[config.mk]
export PLATFORM = sky130hd
export DESIGN_NAME = zmod_link_trainer_flat
export DESIGN_NICKNAME = d
export VERILOG_FILES = /design/src/rtl/zmod_link_trainer_if.sv /design/src/rtl/zmod_link_trainer.sv /design/src/flat_wrapper.sv
export SDC_FILE = /design/constraint.sdc
export NUM_CORES = 1
export LEC_CHECK = 0
export BUFFER_PORTS_ARGS = -buffer_cell sky130_fd_sc_hd__clkbuf_2
export CAP_MARGIN = 10
export CORE_ASPECT_RATIO = 0.6
export CORE_UTILIZATION = 35
export DETAILED_ROUTE_END_ITERATION = 8
export GPL_ROUTABILITY_DRIVEN = 0
export PLACE_DENSITY_LB_ADDON = 0.05
export SLEW_MARGIN = 20
export SYNTH_ARGS = -nofsm -noshare
export SYNTH_HDL_FRONTEND = slang
export SYNTH_SLANG_ARGS = --single-unit
[constraint.sdc]
create_clock -name clk -period 2.4 [get_ports clk]
set_input_delay 0.12 -clock clk [delete_from_list [all_inputs] [get_ports clk]]
set_output_delay 0.12 -clock clk [all_outputs]
set_load 0.01 [all_outputs]
[src/rtl/zmod_link_trainer_if.sv]
// zmod link trainer bus bundle.
// Carries everything the trainer exchanges with the register file and the
// serdes datapath; clk and reset stay outside as plain ports.
//   start        register file -> trainer   one-cycle start/restart pulse
//   rx_data      serdes -> trainer          deserialized words, lane i = [i*W +: W]
//   tx_pattern   trainer -> serdes          transmit the training word on all lanes
//   bitslip      trainer -> serdes          one-cycle bitslip request per lane
//   lane_locked  trainer -> register file   per-lane lock status
//   lane_failed  trainer -> register file   per-lane fail status
//   slip_count   trainer -> register file   bitslips issued per lane, lane i = [i*4 +: 4]
//   busy/done/fail trainer -> register file global status
// modport master: register file / datapath side. modport slave: the trainer.
interface zmod_link_trainer_if #(
    parameter int LANES = 4,
    parameter int W     = 8
);
    logic                 start;
    logic [LANES*W-1:0]   rx_data;
    logic                 tx_pattern;
    logic [LANES-1:0]     bitslip;
    logic [LANES-1:0]     lane_locked;
    logic [LANES-1:0]     lane_failed;
    logic [LANES*4-1:0]   slip_count;
    logic                 busy;
    logic                 done;
    logic                 fail;

    modport master (
        output start, rx_data,
        input  tx_pattern, bitslip, lane_locked, lane_failed, slip_count,
               busy, done, fail
    );

    modport slave (
        input  start, rx_data,
        output tx_pattern, bitslip, lane_locked, lane_failed, slip_count,
               busy, done, fail
    );
endinterface

[src/rtl/zmod_link_trainer.sv]
// zmod LVDS loopback word-alignment trainer.
// Requests the training word on TX, compares every RX lane against it and
// issues per-lane bitslips until each lane sees LOCK_COUNT consecutive
// matches (LOCKED) or runs out of slips / time (FAILED).
// Ports:
//   clk    in  word clock, all logic on posedge
//   reset  in  synchronous, active-high
//   bus    zmod_link_trainer_if.slave (start, rx_data in; tx_pattern,
//          bitslip, lane_locked, lane_failed, slip_count, busy, done, fail out)
//
// Global FSM
//   state   | meaning
//   G_IDLE  | after reset, waiting for start
//   G_TRAIN | pattern on TX, lanes searching for alignment
//   G_DONE  | all lanes terminal or timed out, status held
// Lane FSM
//   state    | meaning
//   L_SEARCH | counting consecutive matching words
//   L_WAIT   | settling after a bitslip, rx ignored
//   L_LOCKED | aligned, terminal for this run
//   L_FAILED | slips exhausted or timed out, terminal for this run
module zmod_link_trainer #(
    parameter int             LANES      = 4,
    parameter int             W          = 8,
    parameter logic [W-1:0]   PATTERN    = 8'h5C,
    parameter int             LOCK_COUNT = 64,
    parameter int             SLIP_WAIT  = 8,
    parameter int             MAX_SLIPS  = W,
    parameter int             TIMEOUT    = 65535
) (
    input  logic                 clk,
    input  logic                 reset,
    zmod_link_trainer_if.slave   bus
);
    localparam int MW = (LOCK_COUNT > 1) ? $clog2(LOCK_COUNT) : 1;
    localparam int WW = (SLIP_WAIT > 1) ? $clog2(SLIP_WAIT) : 1;
    localparam logic [MW-1:0] MATCH_LAST = MW'(LOCK_COUNT - 1);
    localparam logic [WW-1:0] WAIT_LAST  = WW'(SLIP_WAIT - 1);
    localparam logic [3:0]    SLIP_MAX   = 4'(MAX_SLIPS);
    localparam logic [15:0]   TOUT_LAST  = 16'(TIMEOUT - 1);

    typedef enum logic [1:0] {G_IDLE, G_TRAIN, G_DONE} gstate_t;
    typedef enum logic [1:0] {L_SEARCH, L_WAIT, L_LOCKED, L_FAILED} lstate_t;

    gstate_t          g_state, g_next;
    lstate_t          l_state   [LANES];
    lstate_t          l_next    [LANES];
    logic [MW-1:0]    match_cnt [LANES];
    logic [MW-1:0]    match_nxt [LANES];
    logic [3:0]       slip_cnt  [LANES];
    logic [3:0]       slip_nxt  [LANES];
    logic [WW-1:0]    wait_cnt  [LANES];
    logic [WW-1:0]    wait_nxt  [LANES];
    logic [15:0]      tout_cnt, tout_nxt;
    logic [LANES-1:0] slip_q, slip_d;
    logic             all_term, tout_hit, clear;

    logic [LANES-1:0]   locked_v, failed_v;
    logic [LANES*4-1:0] slipc_v;

    always_ff @(posedge clk) begin
        if (reset) begin
            g_state  <= G_IDLE;
            tout_cnt <= '0;
            slip_q   <= '0;
            for (int i = 0; i < LANES; i++) begin
                l_state[i]   <= L_SEARCH;
                match_cnt[i] <= '0;
                slip_cnt[i]  <= '0;
                wait_cnt[i]  <= '0;
            end
        end else begin
            g_state  <= g_next;
            tout_cnt <= tout_nxt;
            slip_q   <= slip_d;
            for (int i = 0; i < LANES; i++) begin
                l_state[i]   <= l_next[i];
                match_cnt[i] <= match_nxt[i];
                slip_cnt[i]  <= slip_nxt[i];
                wait_cnt[i]  <= wait_nxt[i];
            end
        end
    end

    always_comb begin
        all_term = 1'b1;
        for (int i = 0; i < LANES; i++) begin
            if (l_state[i] != L_LOCKED && l_state[i] != L_FAILED) begin
                all_term = 1'b0;
            end
        end
        tout_hit = (g_state == G_TRAIN) && (tout_cnt == TOUT_LAST);
        // start only acts outside TRAIN; it clears lanes on the same edge
        clear    = (g_state != G_TRAIN) && bus.start;

        g_next   = g_state;
        tout_nxt = tout_cnt;
        case (g_state)
            G_IDLE:  if (bus.start) g_next = G_TRAIN;
            G_TRAIN: begin
                tout_nxt = tout_cnt + 16'd1;
                if (all_term || tout_hit) g_next = G_DONE;
            end
            G_DONE:  if (bus.start) g_next = G_TRAIN;
            default: g_next = G_IDLE;
        endcase
        if (clear) tout_nxt = '0;

        for (int i = 0; i < LANES; i++) begin
            l_next[i]    = l_state[i];
            match_nxt[i] = match_cnt[i];
            slip_nxt[i]  = slip_cnt[i];
            wait_nxt[i]  = wait_cnt[i];
            slip_d[i]    = 1'b0;
            if (clear) begin
                l_next[i]    = L_SEARCH;
                match_nxt[i] = '0;
                slip_nxt[i]  = '0;
                wait_nxt[i]  = '0;
            end else if (g_state == G_TRAIN) begin
                if (tout_hit) begin
                    // timeout wins over any per-lane progress on this edge
                    if (l_state[i] != L_LOCKED) l_next[i] = L_FAILED;
                end else begin
                    case (l_state[i])
                        L_SEARCH: begin
                            if (bus.rx_data[i*W +: W] == PATTERN) begin
                                if (match_cnt[i] == MATCH_LAST) begin
                                    l_next[i] = L_LOCKED;
                                end else begin
                                    match_nxt[i] = match_cnt[i] + 1'b1;
                                end
                            end else begin
                                match_nxt[i] = '0;
                                if (slip_cnt[i] >= SLIP_MAX) begin
                                    l_next[i] = L_FAILED;
                                end else begin
                                    slip_d[i]   = 1'b1;
                                    slip_nxt[i] = (slip_cnt[i] == 4'hF) ? slip_cnt[i]
                                                                        : slip_cnt[i] + 4'd1;
                                    wait_nxt[i] = '0;
                                    l_next[i]   = L_WAIT;
                                end
                            end
                        end
                        L_WAIT: begin
                            if (wait_cnt[i] == WAIT_LAST) begin
                                l_next[i]    = L_SEARCH;
                                match_nxt[i] = '0;
                            end else begin
                                wait_nxt[i] = wait_cnt[i] + 1'b1;
                            end
                        end
                        default: ;
                    endcase
                end
            end
        end
    end

    always_comb begin
        locked_v = '0;
        failed_v = '0;
        slipc_v  = '0;
        for (int i = 0; i < LANES; i++) begin
            locked_v[i]        = (l_state[i] == L_LOCKED);
            failed_v[i]        = (l_state[i] == L_FAILED);
            slipc_v[i*4 +: 4]  = slip_cnt[i];
        end
    end

    assign bus.tx_pattern  = (g_state == G_TRAIN);
    assign bus.busy        = (g_state == G_TRAIN);
    assign bus.done        = (g_state == G_DONE);
    assign bus.fail        = (g_state == G_DONE) && (|failed_v);
    assign bus.bitslip     = slip_q;
    assign bus.lane_locked = locked_v;
    assign bus.lane_failed = failed_v;
    assign bus.slip_count  = slipc_v;
endmodule
[src/flat_wrapper.sv]
// flat-port wrapper written by rule: the top's interface ports become plain ports
module zmod_link_trainer_flat 
#(
    parameter int             LANES      = 4,
    parameter int             W          = 8,
    parameter logic [W-1:0]   PATTERN    = 8'h5C,
    parameter int             LOCK_COUNT = 64,
    parameter int             SLIP_WAIT  = 8,
    parameter int             MAX_SLIPS  = W,
    parameter int             TIMEOUT    = 65535
)
  (clk, reset, bus_start, bus_rx_data, bus_tx_pattern, bus_bitslip, bus_lane_locked, bus_lane_failed, bus_slip_count, bus_busy, bus_done, bus_fail);
  zmod_link_trainer_if #(.LANES(LANES), .W(W)) bus_i ();
  input  logic clk;
  input  logic reset;
  input wire logic [$bits(bus_i.start)-1:0] bus_start;
  input wire logic [$bits(bus_i.rx_data)-1:0] bus_rx_data;
  output wire logic [$bits(bus_i.tx_pattern)-1:0] bus_tx_pattern;
  output wire logic [$bits(bus_i.bitslip)-1:0] bus_bitslip;
  output wire logic [$bits(bus_i.lane_locked)-1:0] bus_lane_locked;
  output wire logic [$bits(bus_i.lane_failed)-1:0] bus_lane_failed;
  output wire logic [$bits(bus_i.slip_count)-1:0] bus_slip_count;
  output wire logic [$bits(bus_i.busy)-1:0] bus_busy;
  output wire logic [$bits(bus_i.done)-1:0] bus_done;
  output wire logic [$bits(bus_i.fail)-1:0] bus_fail;
  assign bus_i.start = bus_start;
  assign bus_i.rx_data = bus_rx_data;
  assign bus_tx_pattern = bus_i.tx_pattern;
  assign bus_bitslip = bus_i.bitslip;
  assign bus_lane_locked = bus_i.lane_locked;
  assign bus_lane_failed = bus_i.lane_failed;
  assign bus_slip_count = bus_i.slip_count;
  assign bus_busy = bus_i.busy;
  assign bus_done = bus_i.done;
  assign bus_fail = bus_i.fail;
  zmod_link_trainer #(.LANES(LANES), .W(W), .PATTERN(PATTERN), .LOCK_COUNT(LOCK_COUNT), .SLIP_WAIT(SLIP_WAIT), .MAX_SLIPS(MAX_SLIPS), .TIMEOUT(TIMEOUT)) u_core (.clk(clk), .reset(reset), .bus(bus_i));
endmodule
Word-level counts from Yosys, hierarchy flattened
Memory sizes are Yosys's and may differ from the RTL's.
Index checks and enable logic that the tools add are counted.
Widths: inputs -> output; s select.
{"block": "word_totals", "romBits": 0, "mem_bits_rw": 60, "mem_count": 4, "latch_bits": 0, "register_bits": 22, "in_bits": 35}
{"name": "u_core.match_cnt", "depth": 4, "word_bits": 6, "rd": 4, "rd_ports_with_merged_regs": 0, "wr": 4, "line": "zmod_link_trainer.sv:48", "rtl": "logic [MW-1:0] match_cnt [LANES];"}
{"name": "u_core.slip_cnt", "depth": 4, "word_bits": 4, "rd": 4, "rd_ports_with_merged_regs": 0, "wr": 4, "line": "zmod_link_trainer.sv:50", "rtl": "logic [3:0] slip_cnt [LANES];"}
{"name": "u_core.wait_cnt", "depth": 4, "word_bits": 3, "rd": 4, "rd_ports_with_merged_regs": 0, "wr": 4, "line": "zmod_link_trainer.sv:52", "rtl": "logic [WW-1:0] wait_cnt [LANES];"}
{"name": "u_core.l_state", "depth": 4, "word_bits": 2, "rd": 4, "rd_ports_with_merged_regs": 0, "wr": 4, "line": "zmod_link_trainer.sv:46", "rtl": "lstate_t l_state [LANES];"}
{"block": "op_classes", "multipliers": 0, "addsub": 13, "n_reduce_logical": 21, "n_eq_ne": 42, "order_cmp": 4, "n_bitwise": 21, "mux": 150, "shift": 0, "n_div": 0}
{"cell": "$mux 6", "n": 28}
{"cell": "$mux 4", "n": 32}
{"cell": "$mux 3", "n": 28}
{"cell": "$mux 2", "n": 38}
{"cell": "$pmux 6 s2", "n": 4}
{"cell": "$eq 8x7->1 const B", "n": 4}
{"cell": "$add 6x1->6 const B", "n": 4}
{"cell": "$eq 6x6->1 const B", "n": 4}
{"cell": "$pmux 3 s2", "n": 4}
{"cell": "$reduce_or 6->1", "n": 4}
{"cell": "$pmux 2 s2", "n": 5}
{"cell": "$eq 2x2->1 const B", "n": 9}
{"cell": "$add 16x1->16 const B", "n": 1}
{"cell": "$add 4x1->4 const B", "n": 4}
{"cell": "$eq 16x16->1 const B", "n": 1}
{"cell": "$eq 4x4->1 const B", "n": 4}
{"cell": "$ge 4x4->1 const B", "n": 4}
{"cell": "$ne 2x2->1 const B", "n": 8}
{"cell": "$or 1x1->1", "n": 16}
{"cell": "$add 3x1->3 const B", "n": 4}
{"cell": "$eq 3x3->1 const B", "n": 4}
{"cell": "$mux 1", "n": 11}
{"cell": "$eq 2x1->1 const B", "n": 5}
{"cell": "$logic_not 2->1", "n": 5}
{"cell": "7 further kinds", "n": 20}

Depth between registers and ports, before layout
{"block": "depth", "word_depth": 9, "ltp_mapped": 8, "mapped_depth_nobuf": 7}

Worst setup path after synthesis
No wires, ideal clock.
{"block": "synth_timing", "kind": "register to register", "from": "register u_core.tout_cnt[0]", "to": "memory u_core.match_cnt[0][5] (netlist name)", "stages_incl_launch_ff": 8, "setup_time_ns": 0.070, "arrival_time_ns": 1.960, "period_less_slack_ns": 2.031, "slack_ns": 0.369, "cell_sequence": "dfxtp_1 -> inv_1 -> ha_1 -> and4_1 -> a41oi_4 -> o311ai_4 -> or4_1 -> a21oi_1"}
{"item": "start: declaration", "line": "zmod_link_trainer.sv:54", "rtl": "logic [15:0] tout_cnt, tout_nxt;"}
{"item": "start signal: assignment", "line": "zmod_link_trainer.sv:74", "rtl": "tout_cnt <= tout_nxt;"}
{"item": "end: declaration", "line": "zmod_link_trainer.sv:48"}

==> results.py <==
metrics = {
    "logic_synthesis": {
        "async_reset_ff_share_pct": 0,
        "ys_ff_latch": 82,
        "synth_top_family_by_area": "simple AND/OR/NAND/NOR gates",
        "avgSynthCellArea_um2": 8.635,
        "ys.flop_type": "dfxtp_1",
        "yosys.area_share.simple_pct": 30.30,
        "synth.top_cell.area_share_pct": 38.33,
        "synth.distinct_cells": 59,
        "yosysSeqAreaShare_pct": 38.33,
        "synth_area_um2": 4283,
        "synth_xor_area_share_pct": 4.090,
        "synth_nets": 553,
        "synth.area.mux_share_pct": 1.169,
        "synthCells": 496,
        "synth_compound_area_share_pct": 16.59,
        "yosys-top-cells-area": "dfxtp_1 (38%), ha_1 (6.4%), nand3_1 (5.1%), nor2_1 (4.0%), a21oi_1 (3.4%)",
        "synth_top_area_cell": "dfxtp_1",
        "yosys_warnings": 0,
        "synth_edf_count": 0,
        "synth-adder-area-share_pct": 6.427,
    },
    "critical_path": {
        "worst-path-stages": 7,
        "critPathMaxStageDelay_ps": 530,
        "path_class": "flop to flop",
        "crit_required_ps": 2670,
        "reg2regPathDepth": 7,
        "worstPathArrival_ps": 2460,
        "reg2reg_from": "u_core.tout_cnt[0]$_SDFFE_PP0P_",
        "worstPathCellList": "inv_1 > ha_1 > and4_1 > a41oi_4 > o311ai_4 > or4_1 > a21oi_1",
        "critPathSlowestCell": "or4_1",
        "path_delay_family": "simple AND/OR/NAND/NOR gates",
        "r2r_end": "u_core.match_cnt[0][5]$_SDFFE_PP0P_",
        "endpoint_kind": "flop",
        "critPathMaxFanout": 8,
        "r2r_setup_slack_ps": 210,
        "cp-start-kind": "flop",
        "worst-path-buf-inv": 1,
    },
    "finish": {
        "antenna_cells_inserted": 0,
        "seq_area_um2": 1642,
        "nNetsFinal": 629,
        "multi_input_area_um2": 2514,
        "fillers": 1175,
        "drive_above_1_share_pct": 19.58,
        "layout_commonest_cell": "dfxtp_1",
        "syn2layout_area_growth_pct": 20.25,
        "final_cell_mix": "dfxtp_1 (82), clkbuf_2 (66), nor2_1 (46)",
        "fin_util_pct": 44.40,
    },
    "timing": {
        "finalHoldViolCount": 0,
        "fin_crit_sh_pct": 91.26,
        "slew_headroom_pct": 52.10,
        "fmax_mhz": 456.6,
        "drv_slew": 0,
        "clock_skew_ps": 10.42,
        "tightest_slew_ps": 712.6,
        "setup_tns_ps": 0,
        "setup_viol": 0,
        "min_period_ps": 2190,
        "grt_setup_unrepaired": "false",
    },
    "pwr": {
        "power.density_nw_per_um2": 597.9,
        "p_clk_share_pct": 42.9,
        "peakVddDrop_v": 0.0003130,
        "total_power_uw": 3079,
        "netSwitchingPower_uw": 823.5,
        "seq_power_share_pct": 46.1,
        "p_int_uw": 2255,
        "p_comb_share_pct": 11.0,
        "switching_share_pct": 26.75,
        "p_leak_uw": 0.001986,
    },
    "cts": {
        "cts_hold_buf": 0,
        "cts_tree": "yes",
        "cts_resized": 0,
        "h-tree-depth": 3,
        "cts.sinks": 82,
        "ctsLongestPathBuffers": 2,
        "clock_latency_ps": 340,
        "cts_inserted_buffers": 9,
        "clockRootBuffer": "clkbuf_16",
        "post_cts.repair.setup_buffers": 0,
        "path_clk_slew_ps": 70,
    },
    "detailed_routing": {
        "ant_nets": 0,
        "drtPass1Iterations": 5,
        "drc": 0,
        "wl_um": 11240,
        "drt-initial-drc-count": 148,
        "vias_per_cell": 5.297,
        "vias": 3904,
        "wire_per_inst_um": 15.24,
    },
    "min_path": {
        "min_from": "reset",
        "hold_path.class": "input port to flop",
        "hold_depth": 2,
        "hold-path-endpoint": "u_core.g_state[1]$_SDFFE_PP0P_",
    },
    "floorplanning": {
        "num_rows": 30,
        "die-area_um2": 12700,
        "core_um2": 11600,
        "io_pins": 67,
        "start_util_pct": 36.93,
        "die_h_um": 87.69,
        "fp.dieW_um": 144.8,
    },
    "grt": {
        "grt_pass1_vias": 3624,
        "grt_pass1_wl_um": 18690,
        "overflow": 0,
        "antenna_found_initial": 0,
        "grt_usage_pct": 19.03,
        "grt_start_max_net_pins": 24,
    },
    "run_status": {
        "status": "complete, no violations",
    },
    "placed_design": {
        "numPortBuffers": 66,
        "hpwl_um": 8407,
    },
    "flow_run": {
        "drv_cap": 0,
    },
}
## power by group through the flow
stage	registers, uW	clock network [uW]	logic (uW)
detailed placement	1450	0	337
CTS	1420	1370	338
global placement	1450	0	336
floorplan	1440	0	219
global route	1420	1430	380
finish	1420	1320	339
## metal layers
metal,GRT usage [%],part of all wire [%],routed length [um]
met4,5.167,0.99,111
met2,26.88,40,4499
met1,28.66,54,6122
met3,4.046,4.5,501
met5,0,0,0
## cells in the mapped netlist (2+ instances only)
cell type,number
dfxtp_1,82
nor2_1,46
nand3_1,44
nand2_1,30
a21oi_1,29
ha_1,22
o21ai_0,19
inv_1,16
and2_1,13
nor2b_1,13
clkbuf_1,12
nand4_1,11
nor3_1,11
xor2_1,11
or3_1,10
nand2b_1,9
o211ai_1,9
xnor2_1,9
a211oi_1,8
and3_1,8
mux2i_1,5
a311oi_1,4
and4_1,4
and4bb_2,4
nand3b_1,4
nor3b_1,4
nor4bb_1,4
o31ai_1,4
a31oi_1,3
a32o_1,3
buf_1,3
nor4_1,3
o21a_1,3
or4_1,3
a21o_1,2
a41oi_1,2
and3b_1,2
nand4b_1,2
o22ai_1,2
o41a_1,2
o41ai_1,2
or2_2,2
## stage by stage
step	cells	setup WS (ps)	hold WS, ps	instance area (um^2)
2_1_floorplan	496	369.4	189.1	4283
3_3_place_gp	720	245.2	370.3	4862
3_5_place_dp	720	198.9	371.8	4862
4_1_cts	736	185.6	11.84	5142
5_1_grt	737	7.181	14.77	5150
6_report	737	209.7	25.34	5150
## logic make-up (layout without fill, tap and decap cells)
kind of cell	count (synthesis)	after routing
fa+ha+maj	22	22
mux	5	5
xor+xnor	20	20
buf+inv	34	115
compound gates	100	100
flops	82	82
simple gates	233	233
## final cells by class
cell class	count	share of cell area, %
clock buffer	11	4.713
clock inverter	5	0.7289
inverter	17	1.239
multi-input combinational	380	48.81
sequential	82	31.88
tap	160	3.887
timing repair buffer	82	8.746
## flip-flops by register name, summed over array words and instances (netlist names)
name                flops
u_core.wait_cnt        12
u_core.bus.bitslip      4
u_core.slip_cnt        16
u_core.g_state          2
u_core.l_state          8
u_core.tout_cnt        16
u_core.match_cnt       24
## worst max path at each step
stage | from | to | slack, ps
after floorplan | u_core.tout_cnt[0]$_SDFFE_PP0P_ | u_core.match_cnt[0][5]$_SDFFE_PP0P_ | 370
after global placement | u_core.tout_cnt[0]$_SDFFE_PP0P_ | u_core.match_cnt[0][5]$_SDFFE_PP0P_ | 250
after detailed placement | u_core.tout_cnt[0]$_SDFFE_PP0P_ | u_core.match_cnt[0][5]$_SDFFE_PP0P_ | 200
after CTS | u_core.tout_cnt[0]$_SDFFE_PP0P_ | u_core.match_cnt[0][5]$_SDFFE_PP0P_ | 190
after global routing | u_core.tout_cnt[4]$_SDFFE_PP0P_ | u_core.match_cnt[2][4]$_SDFFE_PP0P_ | 7
final | u_core.tout_cnt[0]$_SDFFE_PP0P_ | u_core.match_cnt[0][5]$_SDFFE_PP0P_ | 210
No activity file was read; power rests on OpenSTA's default activity.
